<file path="src/rtl/la_pkg.sv">
// Shared definitions for the logic-analyser capture path: sequencer state
// encodings and the state enum built from them.
package la_pkg;

  localparam int unsigned STATE_W = 3;

  localparam logic [STATE_W-1:0] ST_IDLE      = 3'd0;
  localparam logic [STATE_W-1:0] ST_PRE       = 3'd1;
  localparam logic [STATE_W-1:0] ST_WAIT_TRIG = 3'd2;
  localparam logic [STATE_W-1:0] ST_POST      = 3'd3;
  localparam logic [STATE_W-1:0] ST_DONE      = 3'd4;

  typedef enum logic [STATE_W-1:0] {
    S_IDLE      = ST_IDLE,
    S_PRE       = ST_PRE,
    S_WAIT_TRIG = ST_WAIT_TRIG,
    S_POST      = ST_POST,
    S_DONE      = ST_DONE
  } state_e;

endpackage

</file>
<file path="src/rtl/capture_counter.sv">
// Sample counter with synchronous clear, count enable and a look-ahead
// compare that flags the enabled increment which lands on i_cmp.
module capture_counter #(
  parameter int unsigned W = 32
) (
  input  logic         i_clk,
  input  logic         i_rst_n,
  input  logic         i_clr,
  input  logic         i_en,
  input  logic [W-1:0] i_cmp,
  output logic [W-1:0] o_count,
  output logic         o_hit_c
);

  logic [W-1:0] count_q;
  logic [W-1:0] count_d;
  logic [W-1:0] count_inc_c;

  always_comb begin
    count_inc_c = W'(count_q + W'(1));
    count_d     = count_q;
    if (i_clr) begin
      count_d = '0;
    end else if (i_en) begin
      count_d = count_inc_c;
    end
    o_hit_c = i_en && (count_inc_c == i_cmp);
  end

  always_ff @(posedge i_clk or negedge i_rst_n) begin
    if (!i_rst_n) begin
      count_q <= '0;
    end else begin
      count_q <= count_d;
    end
  end

  assign o_count = count_q;

endmodule

</file>
<file path="src/rtl/capture_sequencer.sv">
// Capture sequencer: arms, collects a minimum pre-trigger window, waits for a
// qualified trigger, then issues store strobes until the post limit or abort.
module capture_sequencer
  import la_pkg::*;
#(
  parameter int unsigned CNT_W = 32,
  parameter int unsigned PRE_W = 16
) (
  input  logic             i_clk,
  input  logic             i_rst_n,
  input  logic             i_arm,
  input  logic             i_abort,
  input  logic             i_sample_tick,
  input  logic             i_trigger,
  input  logic             do_step_limit,
  input  logic [CNT_W-1:0] step_limit,
  input  logic [PRE_W-1:0] pretrig_len,
  output logic             o_run,
  output logic             o_step,
  output logic             o_triggered,
  output logic             o_done,
  output logic [2:0]       o_state,
  output logic [CNT_W-1:0] o_post_cnt
);

  state_e             state_q, state_d;
  logic               run_q, run_d;
  logic               step_q, step_d;
  logic               trig_q, trig_d;
  logic               done_q, done_d;
  logic               lim_en_q, lim_en_d;
  logic [CNT_W-1:0]   lim_q, lim_d;
  logic [PRE_W-1:0]   pre_len_q, pre_len_d;

  logic               cnt_clr_c;
  logic               active_c;
  logic               tick_ok_c;
  logic               pre_en_c;
  logic               post_en_c;
  logic               pre_hit_c;
  logic               post_hit_c;
  logic [CNT_W-1:0]   lim_eff_c;
  logic [PRE_W-1:0]   pre_cnt_unused;
  logic [CNT_W-1:0]   post_cnt;

  // A latched limit of zero is treated as a limit of one.
  always_comb begin
    lim_eff_c = (lim_q == '0) ? CNT_W'(1) : lim_q;
    active_c  = state_q inside {S_PRE, S_WAIT_TRIG, S_POST};
    tick_ok_c = i_sample_tick && !i_abort;
    pre_en_c  = tick_ok_c && (state_q == S_PRE);
    post_en_c = tick_ok_c && ((state_q == S_POST) ||
                              ((state_q == S_WAIT_TRIG) && i_trigger));
  end

  capture_counter #(.W(PRE_W)) u_pre_cnt (
    .i_clk   (i_clk),
    .i_rst_n (i_rst_n),
    .i_clr   (cnt_clr_c),
    .i_en    (pre_en_c),
    .i_cmp   (pre_len_q),
    .o_count (pre_cnt_unused),
    .o_hit_c (pre_hit_c)
  );

  capture_counter #(.W(CNT_W)) u_post_cnt (
    .i_clk   (i_clk),
    .i_rst_n (i_rst_n),
    .i_clr   (cnt_clr_c),
    .i_en    (post_en_c),
    .i_cmp   (lim_eff_c),
    .o_count (post_cnt),
    .o_hit_c (post_hit_c)
  );

  // Next-state and registered-output decode; abort overrides everything.
  always_comb begin
    state_d   = state_q;
    trig_d    = trig_q;
    lim_en_d  = lim_en_q;
    lim_d     = lim_q;
    pre_len_d = pre_len_q;
    cnt_clr_c = 1'b0;
    step_d    = tick_ok_c && active_c;

    if (i_abort) begin
      state_d = S_IDLE;
    end else begin
      case (state_q)
        S_IDLE, S_DONE: begin
          if (i_arm) begin
            lim_en_d  = do_step_limit;
            lim_d     = step_limit;
            pre_len_d = pretrig_len;
            cnt_clr_c = 1'b1;
            trig_d    = 1'b0;
            state_d   = (pretrig_len != '0) ? S_PRE : S_WAIT_TRIG;
          end
        end
        S_PRE: begin
          if (pre_hit_c) begin
            state_d = S_WAIT_TRIG;
          end
        end
        S_WAIT_TRIG: begin
          if (post_en_c) begin
            trig_d  = 1'b1;
            state_d = (lim_en_q && post_hit_c) ? S_DONE : S_POST;
          end
        end
        S_POST: begin
          if (lim_en_q && post_hit_c) begin
            state_d = S_DONE;
          end
        end
        default: begin
          state_d = S_IDLE;
        end
      endcase
    end

    run_d  = state_d inside {S_PRE, S_WAIT_TRIG, S_POST};
    done_d = (state_d == S_DONE);
  end

  always_ff @(posedge i_clk or negedge i_rst_n) begin
    if (!i_rst_n) begin
      state_q   <= S_IDLE;
      run_q     <= 1'b0;
      step_q    <= 1'b0;
      trig_q    <= 1'b0;
      done_q    <= 1'b0;
      lim_en_q  <= 1'b0;
      lim_q     <= '0;
      pre_len_q <= '0;
    end else begin
      state_q   <= state_d;
      run_q     <= run_d;
      step_q    <= step_d;
      trig_q    <= trig_d;
      done_q    <= done_d;
      lim_en_q  <= lim_en_d;
      lim_q     <= lim_d;
      pre_len_q <= pre_len_d;
    end
  end

  assign o_run       = run_q;
  assign o_step      = step_q;
  assign o_triggered = trig_q;
  assign o_done      = done_q;
  assign o_state     = state_q;
  assign o_post_cnt  = post_cnt;

endmodule
</file>
<file path="config.mk">
export PLATFORM = sky130hd
export DESIGN_NAME = capture_sequencer
export DESIGN_NICKNAME = d
export VERILOG_FILES = /design/src/rtl/la_pkg.sv /design/src/rtl/capture_counter.sv /design/src/rtl/capture_sequencer.sv
export SDC_FILE = /design/constraint.sdc
export NUM_CORES = 1
export LEC_CHECK = 0
export ABC_AREA = 1
export CORE_ASPECT_RATIO = 1.25
export CORE_MARGIN = 4
export CORE_UTILIZATION = 45
export CTS_CLUSTER_SIZE = 12
export DETAILED_ROUTE_END_ITERATION = 16
export GPL_TIMING_DRIVEN = 0
export PLACE_DENSITY = 0.73
export SYNTH_ARGS = -nofsm -noshare
export SYNTH_HDL_FRONTEND = slang
export SYNTH_SLANG_ARGS = --single-unit
</file>
<file path="constraint.sdc">
create_clock -name i_clk -period 2.22 [get_ports i_clk]
set_clock_uncertainty 0.05 [all_clocks]
set_input_delay 0.444 -clock i_clk [delete_from_list [all_inputs] [get_ports i_clk]]
set_output_delay 0.444 -clock i_clk [all_outputs]
set_load 0.01 [all_outputs]
</file>
==> results.md, run 1 <==
- The flow ran to the end, but the final reports show violations.
- The checks that failed: negative setup slack.
- Compared with the post-synthesis result, the final layout area differs by 30.0%.
- For this design the ratio of total power to cell area is 566 nW/um^2.
- Measured along the x axis, the die boundary spans roughly 110 um.
- The total setup violations reported at the end of the flow is 14.
- The signal arrival time at the worst endpoint is about 2.6 ns.
- The worst-case IR drop observed on VDD is 0.354 mV.
- The number of buffers inserted by hold repair at cts is 0.
- The first detailed-routing pass ran for 5 iterations.
- The die outline area is 15,900 um^2.
- The via count normalized by instance count is 5.17.
- In this run, distinct cell masters in the synthesized netlist total 34.
- The total chip power is ~4.6 mW.
- Max-cap violations in this run came to 0.
- The final wirelength is 18,600 um.
- Synthesis handed over a netlist of 916 instances.
- Detailed routing inserted a total of 6,279 vias.
- The clock passes through at most 2 buffers.
- The min-delay analysis places its worst path in the category input port to async pin.
- The total number of nets in the final design is ~1,100.
- The synthesized design contains 0 enable-type register cells.
- Once the floorplan was initialized, standard cells occupied 46.5% of the core.
- 0 antenna diodes ended up in the layout.
- The synthesis warning total is 0.
- The synthesized netlist occupies a cell area of around 6300 um^2.
- By startpoint and endpoint, the worst setup path is classified as flop to flop.
- The sum of negative setup slack is -0.945 ns.
- For the worst setup path, the data required time is 2.42 ns.
- By count the netlist is led by sky130_fd_sc_hd__nand2_1, sky130_fd_sc_hd__nor2_1, sky130_fd_sc_hd__dfrtp_1.
- The count of nets left with antenna violations once routing finished came out at 0.
- The worst max-slew margin expressed relative to the limit is a little over half.
- After clock tree synthesis, the clock-pin slew on the worst setup and hold paths is 0.07 ns.
- Counting the fill cells in the layout gives between 1,000 and 1,500.
- The area share of the largest cell type after synthesis is 41.6%.
- The count of input and output buffers is 93.
- Entering global routing, the biggest net connects 67 pins.
- Cells with a size suffix above 1 make up around an eighth of the layout.
- The leakage power total is about 3.7 nW.
- In the finished design, the share of the clock period the worst path needs comes to 106%.
- The tree is rooted in a sky130_fd_sc_hd__clkbuf_16.
- The number of antenna violations at the first check in global routing was 0.
- The number of clock sinks seen by CTS is 104.
- The overall die height is between 100 and 150 um.
- The most used flip-flop cell after synthesis is sky130_fd_sc_hd__dfrtp_1.
- In the synthesized netlist the async set-or-reset flop fraction comes to 100%.
- Counting flops and latches in the post-synthesis netlist gives ~100.
- The violation count after the first detailed-route iteration is ~400.
- The CTS tree is yes.
- Sorting the synthesized cells by area gives the leading types as sky130_fd_sc_hd__dfrtp_1, sky130_fd_sc_hd__nand2_1, sky130_fd_sc_hd__nor2_1.
- The worst setup path is captured at a flop.
- The final-report max-slew violation count is 0.
- After detailed routing, the number of remaining DRC violations is 0.
- The cell with the most instances after synthesis is sky130_fd_sc_hd__nand2_1.
- The first global-routing pass estimated 29,800 um of wire.
- The number of clock buffers inserted by TritonCTS is 9.
- In the post-route analysis, the smallest setup slack over all paths is -0.137 ns.
- The sequential share of the synthesized area is just over 40%.
- The total overflow left after global routing is 0.
- The standard cell core area is 13,500 um^2.
- Setup repair after global routing could not meet its margin everywhere.
- The maximum net fanout on the critical path is 5.
- The via count of the first global-routing pass is 5,952.
- At the end of routability-driven placement, the weighted congestion stood at between 0.9 and 1.
- The total count of hold-check failures in the final report is 0.
- At the pin with the least slew margin, the transition time is ~0.70 ns.
- The worst setup path is launched from a flop.
- For this run, the top clock speed supported by timing is 424 MHz.
- After layout, the minimum clock period comes to 2.36 ns.
- The net count after synthesis is approximately 970.
- After legalization and detailed placement, the total HPWL measured about 14,000 um.
- The routed length per placed instance is 15.3 um.
- 94 I/O pins were placed.
- The floorplan has 47 rows.
- The synthesized area per cell is a little under 7 um^2.
- The global router's overall resource usage is 23.9%.
- In this run the number of H-tree levels came out at 3.
- The setup slack at placement is -1.03 ns.
- The clock latency reported for the late side of the worst-skew pair is between 0.3 and 0.4 ns.
- Summed over all instances, the cell type with the most area after synthesis is sky130_fd_sc_hd__dfrtp_1.
-- report_power, final --
group,internal [mW],switching [mW],total [mW]
logic,0.376,0.466,0.843
clock network,0.813,0.712,1.53
registers,2.07,0.168,2.24
total,3.26,1.35,4.61
-- worst paths after layout --
check	depth (start not counted)	slack, ns	from	end
max	19	-0.14	u_post_cnt.o_count[0]	o_run
min	1	0.02	i_rst_n	u_pre_cnt.o_count[7]
max reg2reg	19	-0.14	u_post_cnt.o_count[0]	o_run
min reg2reg	2	0.45	pre_len_q[12]	pre_len_q[12]
max in group asynchronous	2	1.37	i_rst_n	u_post_cnt.o_count[13]
min in group i_clk	2	0.45	pre_len_q[12]	pre_len_q[12]
-- cells by family (layout without fill, tap and decap cells) --
family	after synthesis	in the layout	share of synthesized area (%)
simple gates	570	570	38.6
buf+inv	121	249	7.30
flops	104	104	41.6
compound gates	99	99	8.68
xor+xnor	20	20	3.46
fa+ha+maj	2	2	0.400
-- metrics by stage --
stage | utilization, % | instance area, um^2 | cells | hold WS (ns)
global route | 60.4 | 8140 | 1215 | 0.0608
floorplan | - | 6260 | 916 | 0.0984
detailed placement | 55.2 | 7430 | 1181 | 0.409
global placement | 55.0 | 7400 | 1180 | 0.429
finish | 60.4 | 8140 | 1215 | 0.0165
CTS | 58.8 | 7920 | 1208 | 0.0275
-- state kept, by name (all words and copies together), names as in the netlist --
register            flops
o_triggered             1
pre_len_q              16
o_done                  1
u_post_cnt.o_count     32
u_pre_cnt.o_count      16
o_state                 3
o_run                   1
lim_en_q                1
o_step                  1
lim_q                  32
-- area by class of cell --
| class | instances | area (um^2) | share of cell area, % |
|---|---|---|---|
| multi-input cells | 691 | 3450 | 42.4 |
| flip-flops and latches | 104 | 2610 | 32.1 |
| repair buffers | 113 | 1120 | 13.8 |
| inverters | 102 | 384 | 4.72 |
| clock buffers | 12 | 256 | 3.15 |
| well taps | 171 | 214 | 2.63 |
| plain buffers | 19 | 83.8 | 1.03 |
| clock inverters | 3 | 17.5 | 0.215 |
-- what timing repair did --
item	4_1_cts	5_1_grt
gates resized for setup	40	54
setup endpoints to repair	73	55
setup buffers	12	7
pin swaps	11	18
-- worst max-delay path: stages (launching register included) --
cell and delay [ns]:
sky130_fd_sc_hd__dfrtp_2 0.42, sky130_fd_sc_hd__ha_4 0.17, sky130_fd_sc_hd__nand2_4 0.07, sky130_fd_sc_hd__nor2_8 0.17, sky130_fd_sc_hd__buf_12 0.13, sky130_fd_sc_hd__nand3_4 0.10
sky130_fd_sc_hd__nor2_2 0.14, sky130_fd_sc_hd__inv_1 0.05, sky130_fd_sc_hd__nand2_1 0.07, sky130_fd_sc_hd__nand2_1 0.07, sky130_fd_sc_hd__nand2_1 0.05, sky130_fd_sc_hd__nand2_1 0.05
sky130_fd_sc_hd__nor2_1 0.12, sky130_fd_sc_hd__nand2_1 0.10, sky130_fd_sc_hd__nor2_4 0.12, sky130_fd_sc_hd__nand3_4 0.11, sky130_fd_sc_hd__nand2_2 0.09, sky130_fd_sc_hd__nand2_2 0.05
sky130_fd_sc_hd__nand2_2 0.07, sky130_fd_sc_hd__nand2_2 0.05
-- cells in the final DEF (no fill, tap or decap), types with 4 or more instances in the layout --
cell type	count
sky130_fd_sc_hd__a21oi_1	5
sky130_fd_sc_hd__and2_1	4
sky130_fd_sc_hd__buf_4	16
sky130_fd_sc_hd__clkbuf_1	10
sky130_fd_sc_hd__clkbuf_16	9
sky130_fd_sc_hd__clkbuf_2	7
sky130_fd_sc_hd__clkdlybuf4s50_1	92
sky130_fd_sc_hd__dfrtp_1	96
sky130_fd_sc_hd__dfrtp_2	8
sky130_fd_sc_hd__inv_1	99
sky130_fd_sc_hd__nand2_1	322
sky130_fd_sc_hd__nand2_2	20
sky130_fd_sc_hd__nand2_4	5
sky130_fd_sc_hd__nand3_1	74
sky130_fd_sc_hd__nand3b_1	6
sky130_fd_sc_hd__nand4_1	6
sky130_fd_sc_hd__nor2_1	84
sky130_fd_sc_hd__nor2_2	18
sky130_fd_sc_hd__nor2_4	13
sky130_fd_sc_hd__nor3_1	6
sky130_fd_sc_hd__nor4_1	4
sky130_fd_sc_hd__o21ai_0	59
sky130_fd_sc_hd__o22ai_1	24
sky130_fd_sc_hd__xnor2_1	4
sky130_fd_sc_hd__xor2_1	11
-- routing by layer --
metal / track usage (%) / share of wire [%] / vias to the layer above / wire length, um
met4: 9.68 / 2.6 / 0 / 488
met2: 42.2 / 52 / 152 / 9610
met1: 29.4 / 41 / 2937 / 7720
met3: 2.61 / 4.4 / 32 / 821
met5: 0 / 0 / - / 0
li1: - / - / 3158 / -
(Power assumes the default switching activity.)
==> run 2: changes to the inputs <==
- CORE_UTILIZATION: 45 -> 35
- PLACE_DENSITY: 0.73 -> 0.6
==> results.md, run 2 (synthesis gave the netlist of run 1 again) <==
- The leakage power total came to 3.72 nW (+0.10%).
- The violation count after the first detailed-route iteration came to 390 (-2.0%).
- The via count normalized by instance count is 4.87 (-5.8%).
- The count of input and output buffers is 93 (unchanged).
- The count of maximum capacitance violations came to 0 (unchanged).
- The global-route wire length before repair was 31,600 um (+6.0%).
- The measured slew at the worst slew-check pin is 0.712 ns (+0.00765 ns).
- The total number of H-tree levels is 3 (unchanged).
- The worst ir drop on vdd came to 0.388 mV (+9.5%).
- The length of the first detailed-routing pass in iterations is 7 (+2).
- The startpoint kind of the worst setup timing path is a flop.
- The I/O pin total is 94 (unchanged).
- Setup repair after global routing could not meet its margin everywhere.
- The chip width is 128 um (+12%).
- The detailed-route DRC error count was 0 (unchanged).
- The global router's overall resource usage is 20.2% (-3.6 points).
- The via count of the first global-routing pass is 6,062 (+1.8%).
- The library cell used most frequently in the layout, excluding fill and tap cells, is sky130_fd_sc_hd__nand2_1.
- The routed length per placed instance was 15.4 um (+0.48%).
- The setup slack after layout is -0.177 ns (-0.0397 ns).
- The number of placement rows came to 54 (+15%).
- The final wirelength was 19,700 um (+5.4%).
- The antenna cell count came to 0 (unchanged).
- In this run the clock root is driven by a sky130_fd_sc_hd__clkbuf_16.
- The die outline area is 20,100 um^2 (+27%).
- The final standard cell utilization of the core is 47.3% (-13 points).
- The timing-limited maximum frequency was 417 MHz (-1.7%).
- The critical path required time is 2.44 ns (+0.02 ns).
- The instance area at placement is 7490 um^2 (+0.89%).
- The area growth from synthesis to layout is 32.2%.
- The total count of hold-check failures in the final report came to 0 (unchanged).
- The flow ran to the end, but the final reports show violations.
- The number of clock sinks seen by CTS is 104 (unchanged).
- The filler cell count in the final layout was 1,779 (+42%).
- The number of antenna violations at the first check in global routing is 0 (unchanged).
- The initial standard-cell utilization of the core is 35.8% (-11 points).
- The number of routed nets with antenna violations is 0 (unchanged).
- The number of buffers between clock root and the deepest sink came to 2 (unchanged).
- The total setup violations reported at the end of the flow is 5 (-9).
- The number of cells on the worst reg-to-reg path is 13 (-6).
- The fraction of final layout cells sized beyond drive strength 1 is 13.1% (+1.1 points).
- The final-report max-slew violation count came to 0 (unchanged).
- The ratio of total power to cell area came to 557 nW/um^2 (-1.8%).
- The total number of nets in the final design came to 1,104 (+0.64%).
- The post-detailed-placement half-perimeter wirelength is 14,800 um (+6.6%).
- The clock latency reported for the late side of the worst-skew pair was 0.36 ns (about the same).
- The maximum net fanout on the critical path is 6 (+1).
- The overall die height is 158 um (+13%).
- The pin count of the biggest net entering global routing is 57 (-15%).
- The sort of element at the end of the critical path is a flop.
- The global placer's final weighted congestion came to 0.899 (-3.3%).
- The CTS tree is yes.
- The standard cell core area is 17,500 um^2 (+30%).
- The signal arrival time at the worst endpoint is 2.62 ns (+0.06 ns).
- The startpoint-to-endpoint class of the critical path is flop to flop.
- The worst max-slew margin expressed relative to the limit came to 52.5% (-0.51 points).
- The time the final worst path needs with I/O delays and setup came to 2.40 ns (+0.0397 ns).
- The worst hold path class is input port to async pin.
- In the layout the commonest cells are sky130_fd_sc_hd__nand2_1, sky130_fd_sc_hd__inv_1, sky130_fd_sc_hd__clkdlybuf4s50_1, sky130_fd_sc_hd__dfrtp_1, sky130_fd_sc_hd__nor2_1.
- The clock slew seen by the registers of the worst setup and hold paths is 0.07 ns (about the same).
- The number of clock buffers inserted by TritonCTS is 9 (unchanged).
- The fraction of the cycle the final worst path needs was 108% (+1.8 points).
- The area of all placed cells without fillers is 8270 um^2 (+1.7%).
- The total chip power is 4.60 mW (-0.11%).
- The leftover overflow at the end of global routing is 0 (unchanged).
- The count of vias placed by the detailed router came to 6,206 (-1.2%).
- The final reports fail on negative setup slack.
run 2: per-stage QoR:
step / setup TNS (ns) / instances / setup WS, ns / hold slack [ns]
after floorplan: 0 / 916 / 0.0649 / 0.0984
after global placement: -428.84 / 1233 / -3.69 / 0.426
after detailed placement: -49.31 / 1234 / -1.08 / 0.430
after CTS: -1.53 / 1263 / -0.169 / 0.0967
after global routing: -1.37 / 1275 / -0.284 / 0.130
final: -0.801 / 1275 / -0.177 / 0.0822
run 2: layer usage:
layer	share of wire, %	GRT usage (%)	routed length, um	vias up
li1	-	-	-	3170
met5	0	0	0	-
met1	43	25.7	8370	2879
met2	51	34.5	9960	123
met3	3.6	3.12	705	34
met4	3.1	8.14	616	0
run 2: path summary, 6_finish.rpt:
check	startpoint	endpoint	slack, ns
min in group i_clk	i_abort	o_done	0.40
max in group asynchronous	i_rst_n	u_pre_cnt.o_count[0]	1.32
worst max register to register	u_post_cnt.o_count[1]	o_done	-0.18
worst min-delay path	i_rst_n	pre_len_q[11]	0.08
worst max-delay path	u_post_cnt.o_count[1]	o_done	-0.18
worst min register to register	pre_len_q[0]	pre_len_q[0]	0.44
run 2: repair_timing:
action	4_1_cts	5_1_grt
buffers inserted	14	12
gates cloned	0	0
setup endpoints to repair	73	60
hold buffers	0	0
resized for setup	39	62
pin swaps	16	18
run 2: worst max-delay path, stage by stage (launching register included):
cell and delay [ns]:
sky130_fd_sc_hd__dfrtp_1 0.42, sky130_fd_sc_hd__ha_4 0.18, sky130_fd_sc_hd__nand2_4 0.07, sky130_fd_sc_hd__nor2_8 0.14
sky130_fd_sc_hd__buf_6 0.14, sky130_fd_sc_hd__nand2_8 0.06, sky130_fd_sc_hd__nor2_8 0.18, sky130_fd_sc_hd__xnor3_1 0.26
sky130_fd_sc_hd__nor2_2 0.17, sky130_fd_sc_hd__nand3_2 0.11, sky130_fd_sc_hd__nor2_4 0.15, sky130_fd_sc_hd__nand3_4 0.10
sky130_fd_sc_hd__buf_4 0.15, sky130_fd_sc_hd__a21oi_2 0.13
run 2: cell type report:
| cell class | instances | area [um^2] | share of cell area [%] |
|---|---|---|---|
| flip-flops and latches | 104 | 2620 | 31.6 |
| multi-input cells | 691 | 3470 | 41.9 |
| inverters | 102 | 384 | 4.64 |
| plain buffers | 19 | 88.8 | 1.07 |
| repair buffers | 120 | 1160 | 14.0 |
| clock inverters | 3 | 17.5 | 0.212 |
| clock buffers | 12 | 256 | 3.10 |
| well taps | 224 | 280 | 3.39 |
run 2: power by group:
| part | leakage (nW) | internal (mW) | switching (mW) |
|---|---|---|---|
| sequential | 1.35 | 2.07 | 0.161 |
| combinational | 2.24 | 0.369 | 0.472 |
| clock | 0.134 | 0.814 | 0.716 |
==> run 3: changes to the inputs <==
- SLEW_MARGIN: not set -> 20
==> results.md, run 3 (synthesis gave the netlist of run 1 again) <==
- The flow ran to the end, but the final reports show violations.
- The checks that failed: negative setup slack.
- The initial standard-cell utilization of the core is 35.8% (unchanged).
- The signal arrival time at the worst endpoint is 2.58 ns (-0.04 ns).
- The number of instances in the placed design is 1,234 (unchanged).
- TritonCTS built the clock tree.
- The maximum net fanout on the critical path came to 3 (-3).
- The global router's overall resource usage is 20.1% (-0.11 points).
- The pin count of the biggest net entering global routing was 57 (unchanged).
- The clock slew seen by the registers of the worst setup and hold paths came to 0.07 ns (about the same).
- The number of routed nets with antenna violations is 0 (unchanged).
- The count of maximum capacitance violations was 0 (unchanged).
- The setup slack after layout is -0.171 ns (+0.00616 ns).
- The sum of negative setup slack is -0.749 ns (+0.0527 ns).
- The die outline area is 20,100 um^2 (unchanged).
- The final wirelength is 19,600 um (-0.26%).
- The final standard cell utilization of the core came to 46.8% (-0.45 points).
- Among all stages on the critical path, the largest delay is contributed by sky130_fd_sc_hd__dfrtp_1.
- The total number of H-tree levels was 3 (unchanged).
- The measured slew at the worst slew-check pin is 0.706 ns (-0.00644 ns).
- The tightest min-delay check is of the flop to flop type.
- The number of clock sinks seen by CTS is 104 (unchanged).
- The critical path required time is 2.41 ns (-0.03 ns).
- The number of antenna violations at the first check in global routing is 0 (unchanged).
- The via count normalized by instance count came to 4.85 (-0.26%).
- The routed length per placed instance is 15.4 um (-0.26%).
- The overall die height is 158 um (unchanged).
- The final-report max-slew violation count is 0 (unchanged).
- The standard cell core area is 17,500 um^2 (unchanged).
- The via count of the first global-routing pass is 6,012 (-0.82%).
- The ratio of total power to cell area is 575 nW/um^2 (+3.4%).
- Setup repair after global routing could not meet its margin everywhere.
- The chip width is 128 um (unchanged).
- The worst setup path is captured at a flop.
- The total setup violations reported at the end of the flow is 5 (unchanged).
- The area used by sequential logic in the layout is 2620 um^2 (about the same).
- The clock latency reported for the late side of the worst-skew pair is 0.36 ns (about the same).
- The detailed-route DRC error count was 0 (unchanged).
- The number of clock buffers inserted by TritonCTS is 9 (unchanged).
- The critical path is of the flop to flop type.
- The fraction of the cycle the final worst path needs is 108% (-0.28 points).
- Relative to the synthesized area, the layout overhead comes to 30.9%.
- The number of placement rows is 54 (unchanged).
- The setup slack at placement is -1.08 ns (+0.000270 ns).
- The global placer's final weighted congestion is 0.899 (unchanged).
- The I/O pin total is 94 (unchanged).
- The violation count after the first detailed-route iteration is 457 (+17%).
- The filler cell count in the final layout is 1,799 (+1.1%).
- The time the final worst path needs with I/O delays and setup is 2.39 ns (-0.00616 ns).
- The length of the first detailed-routing pass in iterations is 5 (-2).
- The kind of cell adding the most delay to the critical path is simple AND/OR/NAND/NOR gates.
- The number of buffers between clock root and the deepest sink was 2 (unchanged).
- The count of vias placed by the detailed router is 6,190 (-0.26%).
- The root buffer cell is sky130_fd_sc_hd__clkbuf_16.
- The largest stage delay on the critical path is 0.42 ns (about the same).
- In the layout the commonest cells are sky130_fd_sc_hd__nand2_1, sky130_fd_sc_hd__inv_1, sky130_fd_sc_hd__dfrtp_1.
- The worst ir drop on vdd came to 0.418 mV (+7.8%).
- The global-route wire length before repair came to 31,400 um (-0.46%).
- The fraction of final layout cells sized beyond drive strength 1 was 12.0% (-1.1 points).
- The post-detailed-placement half-perimeter wirelength is 14,800 um (-0.13%).
- The worst setup path is launched from a flop.
- The leakage power total is 3.72 nW (about the same).
- The number of buffers and inverters on the critical path came to 1 (-1).
- The timing-limited maximum frequency was 418 MHz (+0.26%).
- The leftover overflow at the end of global routing was 0 (unchanged).
- The count of input and output buffers was 93 (unchanged).
- The antenna cell count is 0 (unchanged).
- Leaving out fill and tap cells, the most frequent cell in the layout is sky130_fd_sc_hd__nand2_1.
- The total count of hold-check failures in the final report is 0 (unchanged).
- The critical path goes through buf_4 -> nand3_1 -> nor2_1 -> nand2_1 -> nand3b_1 -> nand3b_1 -> nor2_1 -> nand3_2 -> nor2_2 -> nand3_2 -> nand2_1 -> nand2_1 -> nand2_2 -> nand2_1.
- The total number of nets in the final design is 1,103 (-0.091%).
- The number of cells in the finished layout apart from fillers came to 1,275 (unchanged).
- The cell that appears most often on the critical path is sky130_fd_sc_hd__nand2_1.
- The total chip power is 4.71 mW (+2.4%).
- The worst max-slew margin expressed relative to the limit came to 52.9% (+0.43 points).
- The area of the multi-input gates is 3370 um^2 (-2.8%).
-- run 3: cell types whose count changed in the layout (fill, tap and decap cells not counted), moves of 2 or more --
cell / previous run / this run
sky130_fd_sc_hd__buf_2: 0 / 2
sky130_fd_sc_hd__buf_4: 27 / 23
sky130_fd_sc_hd__dfrtp_1: 91 / 93
sky130_fd_sc_hd__dfrtp_2: 13 / 11
sky130_fd_sc_hd__inv_1: 98 / 96
sky130_fd_sc_hd__inv_2: 3 / 5
sky130_fd_sc_hd__nand2_1: 325 / 333
sky130_fd_sc_hd__nand2_2: 18 / 10
sky130_fd_sc_hd__nor2_2: 13 / 21
sky130_fd_sc_hd__nor2_4: 17 / 9
sky130_fd_sc_hd__o21ai_1: 1 / 3
-- run 3: path summary, 6_finish.rpt --
path	startpoint	depth (start not counted)	endpoint	slack, ns
hold / removal	pre_len_q[12]	2	pre_len_q[12]	0.45
setup reg to reg	u_post_cnt.o_count[1]	14	o_run	-0.17
hold reg to reg	pre_len_q[12]	2	pre_len_q[12]	0.45
min in group asynchronous	i_rst_n	2	pre_len_q[11]	0.56
setup / recovery	u_post_cnt.o_count[1]	14	o_run	-0.17
max in group asynchronous	i_rst_n	3	u_pre_cnt.o_count[0]	0.91
-- run 3: per-stage QoR --
stage	hold WS (ns)	area, um^2
5_1_grt	0.474	8200
6_report	0.449	8200
3_3_place_gp	0.426	7470
3_5_place_dp	0.379	7500
2_1_floorplan	0.0984	6260
4_1_cts	0.454	8030
-- run 3: per-layer routing --
metal	vias up	share of wire [%]	GRT usage, %
met4	0	3.3	8.70
met5	-	0	0
li1	3168	-	-
met1	2861	43	25.3
met3	33	3.7	2.78
met2	128	50	34.6
-- run 3: timing repair --
item / 4_1_cts / 5_1_grt
resized for setup: 36 / 45
hold buffers: 1 / 0
setup buffers: 17 / 7
pin swaps: 17 / 16
hold endpoints to repair: 3 / 0
setup endpoints to repair: 73 / 62
-- run 3: area by class of cell --
type,count,share of cell area [%]
Tap cell,224,3.42
Multi-Input combinational cell,691,41.2
Clock buffer,11,2.96
Clock inverter,5,0.687
Timing Repair Buffer,119,14.1
Buffer,19,1.07
Sequential cell,104,31.9
Inverter,102,4.69
-- run 3: worst min-delay path: cells and delay by family, from the launching register on --
kind	cells	cell delay, ns
and+or+nand+nor	2	0.11
DFF	1	0.37
-- run 3: report_power, final --
| group | leakage, nW | internal [mW] | switching, mW |
|---|---|---|---|
| sequential | 1.35 | 2.07 | 0.160 |
| combinational | 2.23 | 0.369 | 0.466 |
| clock | 0.145 | 0.905 | 0.741 |
| total | 3.72 | 3.35 | 1.37 |
